$ cat src/rtl/rf_ctrl.sv
// rf_ctrl: four-state register-file ALU sequencer (IDLE/READ/EXEC/WB).
// Defining RF_CTRL_FLAGS_EN adds zero/carry flag outputs that update on writeback.
module rf_ctrl #(
  parameter int DATA_W = 32,
  parameter int ADDR_W = 2
) (
  input  logic              clk,
  input  logic              rst_n,
  input  logic              cmd_valid,
  output logic              cmd_ready,
  input  logic [1:0]        cmd_op,
  input  logic [ADDR_W-1:0] cmd_sr1,
  input  logic [ADDR_W-1:0] cmd_sr2,
  input  logic [ADDR_W-1:0] cmd_dr,
  output logic [ADDR_W-1:0] rf_sr1,
  output logic [ADDR_W-1:0] rf_sr2,
  input  logic [DATA_W-1:0] rf_rd_data1,
  input  logic [DATA_W-1:0] rf_rd_data2,
  output logic [ADDR_W-1:0] rf_dr,
  output logic [DATA_W-1:0] rf_wr_data,
  output logic              rf_write,
  output logic              busy,
  output logic              done
`ifdef RF_CTRL_FLAGS_EN
  ,
  output logic              flag_z,
  output logic              flag_c
`endif
);
  localparam logic [1:0] IDLE = 2'd0, READ = 2'd1, EXEC = 2'd2, WB = 2'd3;
  logic [1:0]        state, state_nx;
  logic [1:0]        op_q;
  logic [ADDR_W-1:0] sr1_q, sr2_q, dr_q;
  logic [DATA_W-1:0] a_q, b_q, res_q;
`ifdef RF_CTRL_FLAGS_EN
  logic              c_q;
  logic [DATA_W:0]   alu;
  always_comb alu = op_q == 2'b00 ? {1'b0, a_q} + {1'b0, b_q} :
                    op_q == 2'b01 ? {1'b0, a_q} - {1'b0, b_q} :
                    {1'b0, op_q[0] ? (a_q | b_q) : (a_q & b_q)};
`else
  logic [DATA_W-1:0] alu;
  always_comb alu = op_q == 2'b00 ? a_q + b_q :
                    op_q == 2'b01 ? a_q - b_q :
                    op_q[0] ? (a_q | b_q) : (a_q & b_q);
`endif
  // States are sequential in encoding, so every non-idle state just advances (WB wraps to IDLE)
  always_comb state_nx = (state == IDLE && !cmd_valid) ? IDLE : state + 2'd1;
  assign cmd_ready  = state == IDLE;
  assign busy       = state != IDLE;
  assign rf_write   = state == WB;
  assign done       = state == WB;
  assign rf_sr1     = sr1_q;
  assign rf_sr2     = sr2_q;
  assign rf_dr      = dr_q;
  assign rf_wr_data = res_q;
  always_ff @(posedge clk or negedge rst_n) begin
    if (!rst_n) begin
      state <= IDLE;
      op_q  <= '0;
      sr1_q <= '0;
      sr2_q <= '0;
      dr_q  <= '0;
      a_q   <= '0;
      b_q   <= '0;
      res_q <= '0;
`ifdef RF_CTRL_FLAGS_EN
      c_q    <= 1'b0;
      flag_z <= 1'b0;
      flag_c <= 1'b0;
`endif
    end else begin
      state <= state_nx;
      if (cmd_valid && cmd_ready) begin
        op_q  <= cmd_op;
        sr1_q <= cmd_sr1;
        sr2_q <= cmd_sr2;
        dr_q  <= cmd_dr;
      end
      if (state == READ) begin
        a_q <= rf_rd_data1;
        b_q <= rf_rd_data2;
      end
`ifdef RF_CTRL_FLAGS_EN
      if (state == EXEC) {c_q, res_q} <= alu;
      if (state == WB) begin
        flag_z <= res_q == '0;
        flag_c <= c_q;
      end
`else
      if (state == EXEC) res_q <= alu;
`endif
    end
  end
endmodule

$ cat config.mk
export PLATFORM = sky130hd
export DESIGN_NAME = rf_ctrl
export DESIGN_NICKNAME = d
export VERILOG_FILES = /design/src/rtl/rf_ctrl.sv
export SDC_FILE = /design/constraint.sdc
export NUM_CORES = 1
export LEC_CHECK = 0
export CAP_MARGIN = 20
export CORE_MARGIN = 5
export CORE_UTILIZATION = 55
export CTS_CLUSTER_SIZE = 8
export DETAILED_ROUTE_END_ITERATION = 12
export DONT_BUFFER_PORTS = 1
export GPL_TIMING_DRIVEN = 0
export PLACE_DENSITY_LB_ADDON = 0.25
export SYNTH_ARGS = -nofsm -noshare
export SYNTH_HDL_FRONTEND = slang
export SYNTH_SLANG_ARGS = --single-unit
$ cat constraint.sdc
create_clock -name clk -period 3.5 [get_ports clk]
set_input_delay 0.35 -clock clk [delete_from_list [all_inputs] [get_ports clk]]
set_output_delay 0.35 -clock clk [all_outputs]
set_load 0.005 [all_outputs]
# Word-level counts from Yosys, hierarchy flattened
# Cells that the tools add are included.
# W data, S select, Z words.
# classes
n_reduce_logical,6
eq_ne,4
n_mux,4
bitwise,2
n_addsub,3
# op_table
cell,n
$mux W32,3
$add A32 B32 Y32,1
$and A32 B32 Y32,1
$or A32 B32 Y32,1
$sub A32 B32 Y32,1
$eq A2 B1 Y1 const B,2
$eq A2 B2 Y1 const B,2
$logic_not A2 Y1,2
$add A2 B1 Y2 const B,1
$logic_and A1 B1 Y1,2
$mux W2,1
$reduce_bool A2 Y1,1
$logic_not A1 Y1,1
# totals
ff_bits,106
output_inout_bits,42
elab_cells,27

# Logic depth before layout (Yosys ltp)
# logic_depth
ltp_word,4
ltp_mapped,13

# Worst setup path after synthesis
# Ideal clock, no wire load.
# synth_path
path_kind,register to register
start,reg b_q[0]
end,"reg res_q[30], in the netlist rf_wr_data[30]"
period_less_slack_ns,3.013
required_ns,3.366
slack_ns,0.487
setup_time_ns,0.134
arrival_ns,2.879
path_stages_with_launch,13
path_cell_list,dfrtp_1 > ha_1 > fa_1 > a21o_1 > a221oi_2 > o211ai_1 > nand3_1 > a31oi_1 > o31a_1 > o41ai_2 > o21ai_1 > a2111oi_0 > nor3_1
# synth_via
elab_chain_cells,3
word_cells_on_any_way,4
cone_classes,add/sub (2); mux (2)
# synth_rtl
item,line,source
start: declaration,34,"logic [DATA_W-1:0] a_q, b_q, res_q;"
start signal: assignment,82,b_q <= rf_rd_data2;
$sub A32 B32 Y32,44,op_q == 2'b01 ? a_q - b_q :
$mux W32,44,
$mux W32 *,43,always_comb alu = op_q == 2'b00 ? a_q + b_q :
end signal: assignment,91,if (state == EXEC) res_q <= alu;
end: declaration,34,
# Every way passes the cells marked *; elsewhere a longest branch is shown, timed or not.
# A chain may end at the register's enable or synchronous reset.

# Worst setup path after layout
# layout_path
start,reg a_q[0]
end,"reg res_q[30], in the netlist rf_wr_data[30]"
# layout_via
elab_chain_cells,3
word_cells_on_any_way,4
cone_classes,add/sub (2); mux (2)
# layout_rtl
item,line,source
start: declaration,34,
start signal: assignment,81,a_q <= rf_rd_data1;
$sub A32 B32 Y32,44,
$mux W32,44,
$mux W32 *,43,
# Marks and branches as above.

==> reports/metrics.yaml <==
postSynthCellCount: 998
wl_met1_um: 10600
tritoncts: "done"
via_count: 7335
start_kind: "flop"
dp_slack_ns: -0.289
critical_path_class: "reg -> reg"
setup_viol: 0
rows: 44
die_area_um2: 17300
syn_area_um2: 8130
ys_async_sr_fraction: 1.00
grt_pass1_vias: 7228
hp-class: "in -> reg"
drt_iter0_markers: 742
core_um2: 14500
place_inst: 1182
slowest_stage: "o41a_1"
slowest_delay_ns: 0.46
cap_violations: 0
postLayoutCellArea_um2: 8830
portBuffers: 0
die_w_um: 132
grt_start_max_net_pins: 107
synth_most_common_cell: "nand2_1"
worstPathArrival_ns: 3.68
critPathBufInv: 1
clk_pin_slew_ns: 0.08
path_cells: "inv_1 > ha_1 > fa_1 > o21bai_1 > a21oi_1 > o41a_1 > a31oi_2 > a221oi_1 > o21ba_2 > o21ai_2 > o22ai_1 > a2111oi_1 > nor3_1"
ys_seq_elements: 106
wl_per_cell_um: 20.1
worstMarginPinSlew_ns: 0.830
post-dp-hpwl_um: 17600
top_layer_used: "met4"
grt_usage: 0.277
cts-root-buf: "clkbuf_16"
synth_seq_area_share: 0.326
yosysUniqueCellTypes: 70
grt.overflow.total: 0
postPlaceCellArea_um2: 8360
tns_ns: 0
rsz0062_at_grt: "yes"
fin_ws_ns: 0.0676
relSlewSlack: 0.447
cts_buffers: 9
fmax_mhz: 291
synth_top_area_cell: "dfrtp_1"
antenna_found_initial: 2
final_nets: 1189
ant_nets: 0
synth_area_per_cell_um2: 8.15
final_cells: 1204
finalMaxSlewViolations: 0
ys_top_cells_by_area: "dfrtp_1, ha_1, o21ai_0"
cp-end-kind: "flop"
critPathRequiredTime_ns: 3.75
synth_common_cells: "nand2_1, o21ai_0, dfrtp_1"
place_congestion: 0.954
met2_length_um: 10900
fillerInstances: 1361
drc: 0
reg2reg_slack_ns: 0.07
vias_per_cell: 6.09
clock-skew-final_ns: 0.0136
pin_count: 117
synth-edff-count: 0
synth_warnings: 0
hold_viol_final: 0
wl_um: 24300
clk_path_buf_depth: 2
status: "finished, final reports clean"
die_y_um: 132
htreeDepth: 3
cp_max_fo: 3
dr_wl_met3_um: 1860
cp_top_family: "compound AO/OA/AOI/OAI gates"
numClockSinks: 106
area_growth_pct: 8.57
insertion_delay_ns: 0.37
synth_nets: 1174
first_pass_iters: 7
synth-main-ff-cell: "dfrtp_1"
netlist.area_leader.share: 0.326
final_layout_size_suffix_gt1_frac: 0.0619
grt_first_pass_wirelength_um: 38800
post-route-period-util: 0.981
period_needed_ns: 3.43
initial_core_util: 0.559
[through the flow]
step	util	hold slack [ns]
2_1_floorplan	-	0.0544
3_5_place_dp	0.575	0.0590
6_report	0.607	0.0933
5_1_grt	0.607	0.0978
4_1_cts	0.602	0.0867
3_3_place_gp	0.575	0.0605
[cell families (layout without fill, tap and decap cells)]
kind of cell	Yosys count	after routing	synth area share
buffers and inverters	155	175	0.0723
flip-flops	106	106	0.326
AO/OA/AOI/OAI	323	323	0.247
multiplexers	17	17	0.0242
XOR/XNOR	30	30	0.0323
AND/OR/NAND/NOR	266	266	0.141
adder cells (fa/ha/maj)	101	101	0.157
other	0	2	0
[timing repair]
item,in CTS,in global routing
setup endpoints to repair,4,8
hold buffers,2,0
buffers inserted,1,2
pin swaps,1,5
endpoints found under the hold margin,106,0
resized for setup,5,15
[placed cells by master (no fill, tap or decap), types with 8 or more instances in the layout]
| cell type | count |
|---|---|
| nand2_1 | 129 |
| nand2b_1 | 8 |
| a21o_1 | 10 |
| nand3_1 | 10 |
| o21ai_0 | 123 |
| a21oi_1 | 79 |
| clkbuf_16 | 9 |
| or3_1 | 8 |
| clkbuf_1 | 49 |
| inv_1 | 97 |
| dfrtp_1 | 104 |
| a211oi_1 | 11 |
| ha_1 | 98 |
| o21bai_1 | 9 |
| mux2_2 | 11 |
| xnor2_1 | 25 |
| nor2_1 | 70 |
| nor3_1 | 14 |
| o211ai_1 | 15 |
[flip-flops by register name, indices dropped and copies added, names as in the netlist]
name	cells
a_q	32
b_q	32
rf_wr_data	32
op_q	2
rf_dr	2
rf_sr1	2
rf_sr2	2
state	2
[per-layer routing]
layer | vias up | GRT usage
met5 | - | 0
met4 | 0 | 0.112
met3 | 63 | 0.0585
met2 | 319 | 0.433
met1 | 3502 | 0.374
li1 | 3451 | -
[final cells by class]
type                            count  area (um2)  area share
Antenna cell                        2        5.00    0.000567
Clock buffer                        9         225      0.0255
Inverter                           99         372      0.0421
Timing Repair Buffer                5        60.1     0.00680
Multi-Input combinational cell    737        4970       0.564
Tap cell                          184         230      0.0261
Buffer                             55         213      0.0241
Clock inverter                      7        92.6      0.0105
Sequential cell                   106        2660       0.301
[path summary, 6_finish.rpt]
path                                                start                         end  cells after the start
worst max register to register         a_q[0]$_DFFE_PN0N_  rf_wr_data[30]$_DFFE_PN0N_                     13
worst min-delay path                            cmd_valid          state[0]$_DFF_PN0_                      1
max in group asynchronous                           rst_n          b_q[1]$_DFFE_PN0N_                      2
worst max-delay path                   a_q[0]$_DFFE_PN0N_  rf_wr_data[30]$_DFFE_PN0N_                     13
worst min register to register  rf_wr_data[7]$_DFFE_PN0N_   rf_wr_data[7]$_DFFE_PN0N_                      1
min in group asynchronous                           rst_n          a_q[9]$_DFFE_PN0N_                      2
Power is left out: the tool's default activity adds up to more than one toggle a clock period on the data nets, which glitch-free logic cannot reach.
